### src/rtl/memsync_pkg.sv
// memsync_pkg: FSM states and transfer direction codes for sync_engine.
package memsync_pkg;
  typedef enum logic [2:0] {
    IDLE,
    GRANT,
`ifdef SYNC_ENGINE_WRITEBACK_EN
    WB,
`endif
    FILL,
    SYNC,
    RELEASE
  } state_t;
  localparam logic DIR_FILL = 1'b0;
  localparam logic DIR_WB = 1'b1;
endpackage

### src/rtl/rr_arbiter.sv
// rr_arbiter: round-robin pick among requests, starting one past the last served index.
module rr_arbiter #(
  parameter int W = 4,
  localparam int N = 2 ** W
) (
  input  logic [N-1:0] req,
  input  logic [W-1:0] ptr,
  output logic [N-1:0] gnt,
  output logic [W-1:0] idx,
  output logic         valid
);
  // Scan from farthest to nearest so the closest requester past ptr wins.
  always_comb begin
    idx = ptr;
    valid = 1'b0;
    for (int i = N; i >= 1; i--)
      if (req[ptr + W'(i)]) begin
        idx = ptr + W'(i);
        valid = 1'b1;
      end
  end
  assign gnt = valid ? N'(1) << idx : '0;
endmodule

### src/rtl/sync_engine.sv
// sync_engine: serialises per-bank row-cache allocations into beat copies, then pulses sync.
// SYNC_ENGINE_WRITEBACK_EN adds the dirty-row writeback pass before the fill.
module sync_engine
  import memsync_pkg::*;
#(
  parameter int BGWIDTH = 2,
  parameter int BAWIDTH = 2,
  parameter int CHWIDTH = 6,
  parameter int ADDRWIDTH = 17,
  parameter int BEATS = 8,
  localparam int BKW = BGWIDTH + BAWIDTH,
  localparam int NBANKS = 2 ** BKW,
  localparam int BTW = BEATS > 1 ? $clog2(BEATS) : 1
) (
  input  logic                          clk,
  input  logic                          reset,
  input  logic [NBANKS-1:0]             stall,
  input  logic [NBANKS-1:0]             dirty,
  input  logic [NBANKS*ADDRWIDTH-1:0]   RowId,
  input  logic [NBANKS*CHWIDTH-1:0]     cRowId,
  output logic [NBANKS-1:0]             sync,
  output logic                          xfer_valid,
  input  logic                          xfer_ready,
  output logic                          xfer_dir,
  output logic [BKW-1:0]                xfer_bank,
  output logic [ADDRWIDTH-1:0]          xfer_row,
  output logic [CHWIDTH-1:0]            xfer_crow,
  output logic [BTW-1:0]                xfer_beat,
  output logic                          busy
);
  state_t state, next;
  logic [BKW-1:0] ptr, idx;
  logic [NBANKS-1:0] gnt, bank_oh;
  logic valid, acc, last;
  rr_arbiter #(.W(BKW)) u_arb (.req(stall), .ptr(ptr), .gnt(gnt), .idx(idx), .valid(valid));
  assign acc = xfer_valid && xfer_ready;
  assign last = xfer_beat == BTW'(BEATS - 1);
`ifdef SYNC_ENGINE_WRITEBACK_EN
  assign xfer_valid = state == FILL || state == WB;
  assign xfer_dir = state == WB ? DIR_WB : DIR_FILL;
`else
  logic unused_dirty;
  assign unused_dirty = ^dirty;
  assign xfer_valid = state == FILL;
  assign xfer_dir = DIR_FILL;
`endif
  assign sync = state == SYNC ? bank_oh : '0;
  assign busy = state != IDLE;
  always_comb begin
    next = state;
    case (state)
      IDLE: next = |stall ? GRANT : IDLE;
      GRANT: begin
        next = valid ? FILL : IDLE;
`ifdef SYNC_ENGINE_WRITEBACK_EN
        if (valid && dirty[idx]) next = WB;
      end
      WB: begin
        if (acc && last) next = FILL;
`endif
      end
      FILL: next = acc && last ? SYNC : FILL;
      SYNC: next = RELEASE;
      // Hold until the served request is withdrawn so it is never granted twice.
      RELEASE: next = |(stall & bank_oh) ? RELEASE : IDLE;
      default: next = IDLE;
    endcase
  end
  always_ff @(posedge clk) begin
    if (reset) begin
      state <= IDLE;
      ptr <= '1;
      bank_oh <= '0;
      xfer_bank <= '0;
      xfer_row <= '0;
      xfer_crow <= '0;
      xfer_beat <= '0;
    end else begin
      state <= next;
      if (state == GRANT && valid) begin
        ptr <= idx;
        bank_oh <= gnt;
        xfer_bank <= idx;
        xfer_row <= RowId[idx*ADDRWIDTH +: ADDRWIDTH];
        xfer_crow <= cRowId[idx*CHWIDTH +: CHWIDTH];
      end
      if (acc) xfer_beat <= last ? '0 : xfer_beat + 1'b1;
    end
  end
endmodule

### config.mk
export PLATFORM = sky130hd
export DESIGN_NAME = sync_engine
export DESIGN_NICKNAME = d
export VERILOG_FILES = /design/src/rtl/memsync_pkg.sv /design/src/rtl/rr_arbiter.sv /design/src/rtl/sync_engine.sv
export SDC_FILE = /design/constraint.sdc
export NUM_CORES = 1
export LEC_CHECK = 0
export ABC_CLOCK_PERIOD_IN_PS = 9100
export BUFFER_PORTS_ARGS = -buffer_cell sky130_fd_sc_hd__buf_2
export CAP_MARGIN = 5
export CORE_AREA = 3 3 173 175
export DETAILED_ROUTE_END_ITERATION = 10
export DIE_AREA = 0 0 176 178
export PLACE_DENSITY = 0.56
export SLEW_MARGIN = 20
export SYNTH_ARGS = -nofsm -noshare
export SYNTH_HDL_FRONTEND = slang
export SYNTH_SLANG_ARGS = --single-unit
### constraint.sdc
create_clock -name clk -period 9.1 [get_ports clk]
set_input_delay 1.365 -clock clk [delete_from_list [all_inputs] [get_ports clk]]
set_output_delay 1.365 -clock clk [all_outputs]
set_load 0.02 [all_outputs]
=== Yosys cells after proc, flatten, opt, wreduce, memory -nomap -nowiden ===
Index checks and enable logic that the tools add are counted.

* Word-level logic and storage cells: 128
* Input bits: 403
* Bits in registers: 53

* Bitwise logic cells: 1
* Multiply operators: 2
* $lt $le $gt $ge: 16
* Eq/ne operators: 5
* Add/sub/neg operators: 16
* Reductions and logical operators: 7
* Shift operators: 3
* Mux-type cells: 71

{| class="wikitable"
|+ Operators by type and width
! operator !! number
|-
| $shiftx 272x10->17 || 1
|-
| $shiftx 96x8->6 || 1
|-
| $lt 4x5->1 const B || 16
|-
| $bmux 1 s4 || 16
|-
| $mux 4 || 15
|-
| $mux 1 || 34
|-
| $add 4x4->4 const B || 8
|-
| $mux 16 || 2
|-
| $reduce_or 16->1 || 2
|-
| $add 4x3->4 const B || 4
|-
| $and 16x16->16 || 1
|-
| $shl 1x4->16 const A || 1
|-
| $pmux 3 s5 || 1
|-
| $mul 4x5->9 const B || 1
|-
| $add 4x2->4 const B || 2
|-
| $eq 3x2->1 const B || 2
|-
| $eq 3x3->1 const B || 2
|-
| $mul 4x2->6 const B || 1
|-
| $mux 3 || 2
|-
| $add 4x1->4 const B || 1
|-
| $add 3x1->3 const B || 1
|-
| $eq 3x1->1 const B || 1
|-
| $logic_and 1x1->1 || 3
|-
| $logic_not 3->1 || 1
|-
| 2 further kinds || 2
|}

=== Longest topological paths before layout ===
Gate-level depths: netlist (run 1).

* Depth in word-level cells: 20
* Gate-level depth with buffers: 21

=== Cells and area by module ===
From an unflattened synthesis (run 1), not the netlist that was laid out.

* Cells, all modules: 690
* Area, all modules: 7,405.9 µm²

{| class="wikitable"
|+ By module, submodules not included
! module !! sequential area each (µm²) !! times used !! area an instance (µm²) !! cells each
|-
| sync_engine || 1,061.0 || 1 || 4,978.5 || 408
|-
| rr_arbiter || 0.0 || 1 || 2,427.3 || 282
|}

=== Worst setup path after synthesis (run 1) ===
OpenSTA, ideal clock, no wires.

* Path kind: flip-flop to flip-flop
* Start point: register ptr[1]
* End point: register xfer_row[14]
* Path buffers: 7
* Stages on the path, launching flop included: 21
* Data required time: 8.970 ns
* Clock period less this slack: 4.280 ns
* Arrival: 4.150 ns
* Library setup time: 0.130 ns
* Path slack: 4.820 ns
* Cell sequence: dfxtp_1 -> buf_2 -> buf_4 -> buf_4 -> inv_1 -> ha_1 -> buf_2 -> clkbuf_1 -> mux4_2 -> mux2i_1 -> mux2i_2 -> a21oi_1 -> o211a_1 -> o41a_1 -> nand2_1 -> buf_4 -> buf_4 -> mux2i_1 -> mux2i_1 -> a22oi_1 -> nand4_1

* Cells in the longest elaborated chain, start to end: 20
* Elaborated cells between the ends (all ways): 81

{| class="wikitable"
|+ RTL lines
! item !! RTL line !! RTL
|-
| start: declaration || sync_engine.sv:32 || <nowiki>logic [BKW-1:0] ptr, idx;</nowiki>
|-
| start signal: assignment || sync_engine.sv:81 || <nowiki>ptr <= idx;</nowiki>
|-
| $add 4x4->4 || rr_arbiter.sv:17, rr_arbiter.sv:18 ||
|-
| $bmux 1 s4 || rr_arbiter.sv:17 || <nowiki>if (req[ptr + W'(i)]) begin</nowiki>
|-
| $mux 1 (implied by the code) || rr_arbiter.sv:17 ||
|-
| $mux 4 (15 in a row) || rr_arbiter.sv:17 ||
|-
| $mul 4x5->9 || sync_engine.sv:84 || <nowiki>xfer_row <= RowId[idx*ADDRWIDTH +: ADDRWIDTH];</nowiki>
|-
| $shiftx 272x10->17 || sync_engine.sv:84 ||
|-
| end signal: assignment || sync_engine.sv:84 ||
|-
| end: declaration || sync_engine.sv:26 || <nowiki>output logic [ADDRWIDTH-1:0] xfer_row,</nowiki>
|}

Parallel ways exist; a longest one is shown, timed or not. The select of a mux whose other input is x is not followed.
A chain may end at the register's enable or synchronous reset.

=== Worst setup path in the final report (run 1) ===
* Start point: register ptr[2]
* End point: register xfer_crow[1]

* Cells in the longest elaborated chain, start to end: 20
* Elaborated cells between the ends (all ways): 81

{| class="wikitable"
|+ RTL lines
! item !! RTL line !! RTL
|-
| $add 4x4->4 || rr_arbiter.sv:17, rr_arbiter.sv:18 ||
|-
| $bmux 1 s4 || rr_arbiter.sv:17 ||
|-
| $mux 1 (implied by the code) || rr_arbiter.sv:17 ||
|-
| $mux 4 (15 in a row) || rr_arbiter.sv:17 ||
|-
| $mul 4x2->6 || sync_engine.sv:85 || <nowiki>xfer_crow <= cRowId[idx*CHWIDTH +: CHWIDTH];</nowiki>
|-
| $shiftx 96x8->6 || sync_engine.sv:85 ||
|-
| end signal: assignment || sync_engine.sv:85 ||
|-
| end: declaration || sync_engine.sv:27 || <nowiki>output logic [CHWIDTH-1:0] xfer_crow,</nowiki>
|}

Parallel ways exist; a longest one is shown, timed or not. The select of a mux whose other input is x is not followed.

==> impl.org, run 1 <==
** Outcome
- Result of the run :: finished clean

** Timing
- Least-Margin Pin Slew :: between 1 and 1.5 ns
- For the final routed database, the setup TNS stands at 0 ns.
- The number of max-slew violations in the final report was 0.
- In the finished design, the share of the clock period the worst path needs comes to 0.671.
- Time the worst path needs with I/O delays and setup :: 6.11 ns
- Number of failing setup endpoints in the final timing report :: 0
- The tightest hold path in the finished design has a slack of approximately 0.48 ns.
- Upper clock frequency limit :: 0.164 GHz
- Worst relative slew slack :: 0.298
- Unrepaired setup endpoints after global routing :: no
- Final worst clock skew :: ~0.018 ns
- The total count of hold-check failures in the final report was 0.

** Global routing
- Grt total ovfl :: 0
- Pin count of the biggest net entering global routing :: just under 100
- Total GRT Usage :: 0.231
- Wire length of the first global-routing pass :: between 50 and 60 mm
- Antenna violations before repair :: 6
- Via count of the first global-routing pass :: between 8000 and 9000

** Finish
- After the flow finishes, the layout carries non-filler instances totaling 1790.
- Final nets :: between 1500 and 2000
- Area Growth Syn to Fin :: 33.6%
- Measured on the finished design, the core utilization comes to 0.352.
- Of the cells placed in the final design, the portion with a size suffix greater than 1 is 0.369.
- After filler insertion, the fill cell instance count of the layout stands at ~3200.

** Floorplanning
- Die footprint :: between 30000 and 40000 µm²
- During I/O placement, the number of pins put on the boundary was about 450.
- The die is 176 µm wide.
- The core region is 28600 µm².
- Initial Util :: 0.264
- Vert. Die Dim :: about 180 µm
- Number of rows created at floorplan :: just over 60

** Worst hold path
- The worst hold path was traced through 2 stages.
- Worst hold endpoint :: xfer_row[6]
- In this run the worst hold path is classified as register to register.
- The worst hold path begins at xfer_row[6].

** Logic synthesis
- The cell count after synthesis came out at between 1000 and 1500.
- Sequential cell area fraction in the yosys report :: 0.141
- During synthesis, Yosys emitted a total of 0 warnings.
- The number of nets in the synthesized netlist is roughly 1400.
- Most frequently used flop master after synthesis :: sky130_fd_sc_hd__dfxtp_1
- Of the total synthesized cell area, the portion taken by XOR and XNOR cells is 0.0194.
- By area, the combinational part of the netlist is dominated by simple AND/OR/NAND/NOR gates.
- Of the total synthesized cell area, the portion taken by full adders, half adders and majority gates is 0.0149.
- Yosys top cell area share :: 0.212
- Basic-gate share of the synthesized area counting and, or, nand and nor cells :: 0.327
- EDFF count, synth :: 0
- The biggest area contributor in the post-synthesis netlist is sky130_fd_sc_hd__mux2i_1.
- Number of distinct library cells after synthesis :: 74
- After synthesis, the share of cell area in mux cells is 0.313.
- Compound-Gate Fraction of Synth Area :: 0.124
- Async SR Flop Fraction :: 0
- Mean instance size in the synthesized netlist :: between 7 and 8 µm²
- Number of storage elements in the synthesis netlist :: 53
- Cell types with the largest area share after synthesis :: sky130_fd_sc_hd__mux2i_1 (21%), sky130_fd_sc_hd__dfxtp_1 (14%), sky130_fd_sc_hd__nand2_1 (12%)
- The synthesized netlist occupies a cell area of approximately 7500 µm².

** Job
- Maximum Capacitance Violations :: 0

** Placement
- HPWL reported at the end of detailed placement :: around 32 mm
- The congestion estimate from routability-driven global placement came to approximately 0.93.
- Counting tap cells, the placed design contains a total of 1780 instances.
- Number of port buffers :: around 430

** Setup path
- Walking the worst path, the cells encountered are inv_1 > ha_1 > xor2_1 > mux2_2 > mux2i_1 > a21oi_1 > o211a_1 > o41a_1 > nand2_4 > buf_12 > mux2i_1 > mux2i_1 > a22oi_1 > nand4_1.
- In this design, the critical path's most frequently occurring cell is sky130_fd_sc_hd__mux2i_1.
- Worst reg2reg endpoint :: xfer_crow[1]
- Req. time, crit path :: just over 9 ns
- Capturing element type of the critical path :: register
- At the worst endpoint, the arrival time is between 6 and 7 ns.
- Among all stages on the critical path, the largest delay is contributed by sky130_fd_sc_hd__dfxtp_1.
- Across all register-to-register paths, the minimum setup slack is approximately 3 ns.
- The worst register-to-register path begins at ptr[2].
- Worst Setup Start Kind :: register
- The cell family contributing the most delay on the critical path is multiplexers.
- The worst register-to-register path has a depth of 14.
- Together, buffers and inverters on the worst path number 2.
- Class of the most critical setup path :: register to register
- Maximum single-stage delay on the critical path :: 0.87 ns
- Crit Path Max Fanout :: 98

** Power and ir drop
- Comb power frac :: 0.899
- Part of the power in the clock network :: 0.039
- Net load switching power :: 3440 µW
- In this run the power density over the cells is about 560 nW/µm².
- Of the total power, the share spent switching nets is 0.608.
- The internal portion of the total power is 2220 µW.
- Total design power :: 5660 µW
- Portion of total power attributed to sequential cells :: 0.062
- VDD sags by at most about 0.61 mV.
- Leakage power figure :: a little over 0.005 µW

** Route
- Using the TritonRoute via totals, the vias-per-cell ratio works out to 5.22.
- The detailed router finished its first iteration with 632 violations.
- After detailed routing, the number of remaining DRC violations is 0.
- Routed Antenna Nets :: 0
- Via count of the routed design :: slightly above 9000
- First drt pass iteration count :: 5
- Aggregate routed wire length :: about 39 mm
- WL per Instance :: roughly 22 µm

** CTS
- For this design, the CTS-stage hold fixing added 0 buffers.
- Counting the buffers created by CTS gives 5.
- Clk slew on worst S/H paths :: ~0.090 ns
- Clock insertion delay at the later pin of the skew report :: 0.32 ns
- TritonCTS built the clock tree.
- In this run, post-CTS repair resized a total of 0 instances.
- Once the clock tree was built, the setup fixing pass inserted 0 buffers.
- Maximum number of buffers from clock root to sink :: 2
- # H-tree levels :: 2
- TritonCTS sink count :: 53
- The cell sitting at the root of the clock tree is a sky130_fd_sc_hd__clkbuf_16.
-- registers in the layout, indices dropped and copies added, names as in the netlist --
name       cells
xfer_row      17
bank_oh       16
xfer_crow      6
xfer_beat      3
xfer_bank      4
ptr            4
state          3
-- per-layer routing --
metal / vias to the layer above / GRT usage / part of all wire
met4: 8 / 0.0534 / 0.019
met2: 376 / 0.346 / 0.44
met3: 42 / 0.0507 / 0.073
li1: 4531 / - / -
met1: 4382 / 0.338 / 0.46
met5: - / 0 / 0.0013
-- stage by stage --
step	setup slack [ns]	area (µm²)
5_1_grt	2.75	10100
3_3_place_gp	3.21	9920
3_5_place_dp	3.10	9920
6_report	2.99	10100
2_1_floorplan	4.82	7540
4_1_cts	3.07	10100
-- placed cells by master (no fill, tap or decap), drive strengths merged, types with 4 or more instances in the layout --
master,count
o22ai,4
nor2b,4
and3,18
clkbuf,5
buf,446
nand3,146
o21ai,9
a211oi,4
a31oi,6
nand2,244
a32oi,10
ha,9
or3,5
xor2,4
mux2i,162
a21oi,20
nor3,12
inv,9
xnor2,11
mux2,16
dfxtp,53
or2,5
mux4,24
a221oi,6
a22oi,28
nor2,59
a41oi,4
a21o,4
o31ai,4
nand4,34
a22o,6
-- tightest hold or removal path, stage by stage (launching register included) --
cell and delay [ns]:
sky130_fd_sc_hd__dfxtp_1 0.33, sky130_fd_sc_hd__nand2_1 0.05, sky130_fd_sc_hd__nand4_1 0.07
-- cell families after synthesis --
| group | after synthesis |
|---|---|
| and+or+nand+nor | 541 |
| muxes | 202 |
| AOI/OAI and AO/OA | 122 |
| buffers and inverters | 94 |
| DFF | 53 |
| xor gates and xnor gates | 15 |
| adders and majority gates | 9 |
| other | 1 |
-- area by class of cell --
cell class | instances | area, µm² | area share
multi-input cells | 890 | 6070 | 0.602
repair buffers | 446 | 2290 | 0.227
flip-flops and latches | 53 | 1060 | 0.105
well taps | 384 | 480 | 0.0477
clock buffers | 5 | 125 | 0.0124
clock inverters | 3 | 28.8 | 0.00285
inverters | 7 | 26.3 | 0.00261
diodes | 2 | 5.00 | 0.000496
-- cells in the mapped netlist, drive strengths merged (4+ instances only) --
cell type,n
nand2,244
mux2i,162
nand3,146
nor2,59
buf,54
dfxtp,53
nand4,34
clkbuf,33
a22oi,28
mux4,24
a21oi,20
and3,18
mux2,16
nor3,12
xnor2,11
a32oi,10
ha,9
o21ai,9
inv,7
a221oi,6
a22o,6
a31oi,6
or2,5
or3,5
a211oi,4
a21o,4
a41oi,4
nor2b,4
o22ai,4
o31ai,4
xor2,4
-- how the worst max path moves through the flow --
stage	start	end	cells after the start	slack, ns
2_1_floorplan	ptr[1]	xfer_row[14]	20	4.82
3_3_place_gp	ptr[0]	xfer_row[11]	13	3.21
3_5_place_dp	ptr[0]	xfer_row[11]	13	3.10
4_1_cts	ptr[0]	xfer_row[11]	13	3.07
5_1_grt	ptr[0]	xfer_row[11]	13	2.75
6_report	ptr[2]	xfer_crow[1]	14	2.99
-- power groups by stage --
stage | clock [µW] | combinational [µW] | sequential [µW]
6_report | 219 | 5090 | 352
5_1_grt | 232 | 5580 | 359
4_1_cts | 225 | 5110 | 349
3_5_place_dp | 0 | 5100 | 354
3_3_place_gp | 0 | 5090 | 352
2_1_floorplan | 0 | 3880 | 347
No activity file was read; power rests on OpenSTA's default activity.
==> run 2, diff against run 1 <==
--- a/config.mk
+++ b/config.mk
@@ -5,13 +5,14 @@
 export SDC_FILE = /design/constraint.sdc
 export NUM_CORES = 1
 export LEC_CHECK = 0
-export ABC_CLOCK_PERIOD_IN_PS = 9100
+export ABC_AREA = 1
+export ABC_CLOCK_PERIOD_IN_PS = 6200
 export BUFFER_PORTS_ARGS = -buffer_cell sky130_fd_sc_hd__buf_2
 export CAP_MARGIN = 5
-export CORE_AREA = 3 3 173 175
+export CORE_AREA = 3 3 176 178
 export DETAILED_ROUTE_END_ITERATION = 10
-export DIE_AREA = 0 0 176 178
-export PLACE_DENSITY = 0.56
+export DIE_AREA = 0 0 179 181
+export PLACE_DENSITY = 0.57
 export SLEW_MARGIN = 20
 export SYNTH_ARGS = -nofsm -noshare
 export SYNTH_HDL_FRONTEND = slang
==> constraint.sdc (replaced) <==
create_clock -name clk -period 6.2 [get_ports clk]
set_input_delay 0.93 -clock clk [delete_from_list [all_inputs] [get_ports clk]]
set_output_delay 0.93 -clock clk [all_outputs]
set_load 0.02 [all_outputs]
==> run 2 against run 1 <==
Compared with the run above:
- sequential share of layout area is 0.63 points lower
- clock skew is 0.0058 ns lower
- register-to-register slack worse by 1.6 ns
- first-iteration DRC count is 44% higher
- final area is 6.4% higher
==> impl.org, run 2 <==
** CTS
- Counting along the longest clock path gives a buffer depth of 2.
- TritonCTS clock tree :: done
- Clock insertion delay at the later pin of the skew report :: 0.31 ns
- Post-CTS repair changed the size of 0 cells.
- # H-tree levels :: 2
- Clock buffer count from CTS :: 5
- The tree is rooted in a sky130_fd_sc_hd__clkbuf_16.
- After clock tree synthesis, the clock-pin slew on the worst setup and hold paths is 0.08 ns.
- Post-CTS setup buffer count :: 0
- The tree built by TritonCTS fans out to 53 sinks.
- For this design, the CTS-stage hold fixing added 0 buffers.

** Floorplanning
- The initial utilization of the core area, before any placement, comes to 0.280.
- X dimension of the die :: 179 µm
- Floorplan core area :: 29600 µm²
- Die footprint :: about 32000 µm²
- Vert. Die Dim :: 181 µm
- Number of rows created at floorplan :: 63
- For this design the top-level I/O count stands at ~450.

** Global routing
- The number of global-route vias before repair was between 10000 and 15000.
- For this run the aggregate overflow at the end of global routing stands at 0.
- In the global route stage, overall resource usage came out at 0.235.
- The initial antenna violation count was 2.
- Pin count of the biggest net entering global routing :: around 160
- The first global-routing pass estimated 60.4 mm of wire.

** Setup path
- Maximum single-stage delay on the critical path :: 0.45 ns
- STA puts the critical path data required time at about 6.5 ns.
- The critical path in this run is classified as register to register.
- Capturing element type of the critical path :: register
- Worst reg2reg endpoint :: xfer_row[8]
- By instance count, the cell type seen most on the critical path is sky130_fd_sc_hd__nand2_1.
- Crit Path Max Fanout :: ~150
- Worst Setup Start Kind :: register
- Startpoint of the worst-slack reg-to-reg timing path :: ptr[1]
- Across all register-to-register paths, the minimum setup slack is around 1.3 ns.
- Critical-path cell with the highest stage delay :: sky130_fd_sc_hd__ha_1
- At the worst endpoint, the arrival time is about 5.1 ns.
- The worst register-to-register path has a depth of 34.

** Finish
- Commonest non-fill, non-tap cells in the layout :: sky130_fd_sc_hd__nand2_1 (936), sky130_fd_sc_hd__buf_2 (434), sky130_fd_sc_hd__nand3_1 (332)
- The area growth from synthesis to layout is 29.4%.
- The net count of the finished layout is approximately 2500.
- In the final layout, the multi-input gates occupy 6180 µm².
- Storage cell area :: ~1100 µm²
- Largest Register :: xfer_row
- Filler Cell Count :: between 3000 and 4000
- Leading cell type in the layout, fill and taps excluded :: sky130_fd_sc_hd__nand2_1
- Registers with the highest flip-flop counts :: xfer_row (17), bank_oh (16), xfer_crow (6)
- Of the cells placed in the final design, the portion with a size suffix greater than 1 is 0.247.
- At the end of the flow the core is filled with cells to 0.363.
- Once layout is complete, the cells apart from fillers number between 2000 and 2500.
- The register with the most flip-flops in the layout has 17 of them.

** Logic synthesis
- The mapped netlist covers slightly above 8000 µm².
- In the post-synthesis netlist, the cell with the most instances is sky130_fd_sc_hd__nand2_1.
- In the synthesized netlist the async set-or-reset flop fraction comes to 0.
- The synthesized design contains 53 register bits.
- Of the synthesized area, sequential elements account for 0.128.
- Of the post-synthesis cell area, the dominant cell type holds 0.424.
- Number of warnings issued by yosys :: 0
- Counting every net in the synthesized netlist gives around 2100.
- The commonest cells after synthesis are sky130_fd_sc_hd__nand2_1 (937), sky130_fd_sc_hd__nand3_1 (332), sky130_fd_sc_hd__inv_1 (93).
- sky130_fd_sc_hd__nand2_1 takes more of the synthesized area than any other cell.
- Cell types with the largest area share after synthesis :: sky130_fd_sc_hd__nand2_1 (42%), sky130_fd_sc_hd__nand3_1 (20%), sky130_fd_sc_hd__dfxtp_1 (13%)
- Synthesis produced a netlist whose cell count is between 1500 and 2000.
- In this run, distinct cell masters in the synthesized netlist total 38.
- The synthesized design contains 0 enable-type register cells.
- Most frequently used flop master after synthesis :: sky130_fd_sc_hd__dfxtp_1
- Averaged over all synthesized cells, the footprint is just under 5 µm².

** Timing
- Number of failing setup endpoints in the final timing report :: 0
- Worst relative slew slack :: 0.311
- The number of max-slew violations in the final report came to 0.
- Unrepaired setup endpoints after global routing :: no
- Summed over all failing endpoints, the final setup total negative slack is 0 ns.
- Derived from the worst setup path, the maximum achievable clock frequency is approximately 0.2 GHz.
- Final clock period utilization by the worst path :: 0.784
- Final worst clock skew :: 0.0121 ns
- Time the worst path needs with I/O delays and setup :: between 4 and 5 ns
- At the pin with the least slew margin, the transition time is 1.03 ns.
- The total count of hold-check failures in the final report was 0.

** Outcome
- The run finished with clean final reports.

** Route
- Avg Vias per Cell :: 4.89
- Dividing the detail-routed wire length by the instance count gives approximately 17 µm.
- Number of DRC violations after detailed routing :: 0
- The first routing iteration left just over 900 violations.
- The routed layout has between 10000 and 15000 vias.
- First drt pass iteration count :: 5
- Wires add up to roughly 40 mm.
- The count of nets left with antenna violations once routing finished came out at 0.

** Worst hold path
- In this run the most critical hold path is launched from xfer_beat[1].
- Cell count of the worst hold path :: 2
- Worst hold endpoint :: xfer_beat[1]
- Class of the tightest hold or removal check :: register to register

** Placement
- HPWL reported at the end of detailed placement :: ~32 mm
- Number of port buffers :: roughly 430
- At the end of routability-driven placement, the weighted congestion stood at approximately 0.95.
- After detailed placement, the design holds a cell count of around 2400.

** Job
- Maximum Capacitance Violations :: 0
## run 2: cell count changes after synthesis, sizes merged, moves of 28 or more
cell   delta
nand2   +704
nand3   +189
mux2i   -162
inv      +99
buf      +44
a21oi    +31
a22oi    -28
## run 2: cell type report
class,instances,share of cell area
Timing Repair Buffer,462,0.227
Clock buffer,5,0.0117
Antenna cell,2,0.000467
Sequential cell,53,0.0989
Tap cell,390,0.0455
Clock inverter,3,0.00245
Multi-Input combinational cell,1424,0.577
Inverter,106,0.0373
## run 2: worst max path at each step
stage           start            to  slack (ns)  depth (start not counted)
6_report       ptr[1]   xfer_row[8]        1.34                         34
5_1_grt        ptr[2]   xfer_row[6]        0.83                         33
4_1_cts        ptr[2]   xfer_row[6]        1.37                         33
3_5_place_dp   ptr[2]   xfer_row[6]        1.40                         33
3_3_place_gp   ptr[2]   xfer_row[6]        1.42                         33
2_1_floorplan  ptr[1]  xfer_row[11]        2.83                         33
## run 2: worst max-delay path, delay by kind of cell, from the launching register on
family	cells	cell delay, ns
buffers and inverters	6	1.47
and+or+nand+nor	27	2.37
DFF	1	0.31
adders and majority gates	1	0.45
## run 2: layer usage
| metal | share of wire | track usage | wire length, µm | vias to the layer above |
|---|---|---|---|---|
| li1 | - | - | - | 6075 |
| met1 | 0.41 | 0.292 | 16500 | 5329 |
| met2 | 0.49 | 0.424 | 19800 | 506 |
| met3 | 0.079 | 0.0288 | 3190 | 57 |
| met4 | 0.024 | 0.0623 | 987 | 0 |
| met5 | 0 | 0 | 0 | - |
## run 2: cell families after synthesis
family,Yosys count,synth area share
other,1,0.000452
DFF,53,0.128
buffers and inverters,222,0.131
and+or+nand+nor,1340,0.673
AOI/OAI and AO/OA,70,0.0488
adders and majority gates,9,0.0136
xor gates and xnor gates,4,0.00513
## run 2: per-stage QoR
stage,worst slack (ns),cell area (µm²),hold WS (ns)
floorplan,2.83,8290,0.458
global placement,1.42,10600,0.472
detailed placement,1.40,10600,0.478
CTS,1.37,10700,0.489
global route,0.828,10700,0.514
finish,1.34,10700,0.485
Power of run 2 is not shown: default switching activity piles up to over one toggle a cycle in this logic, so the estimate is an artifact.
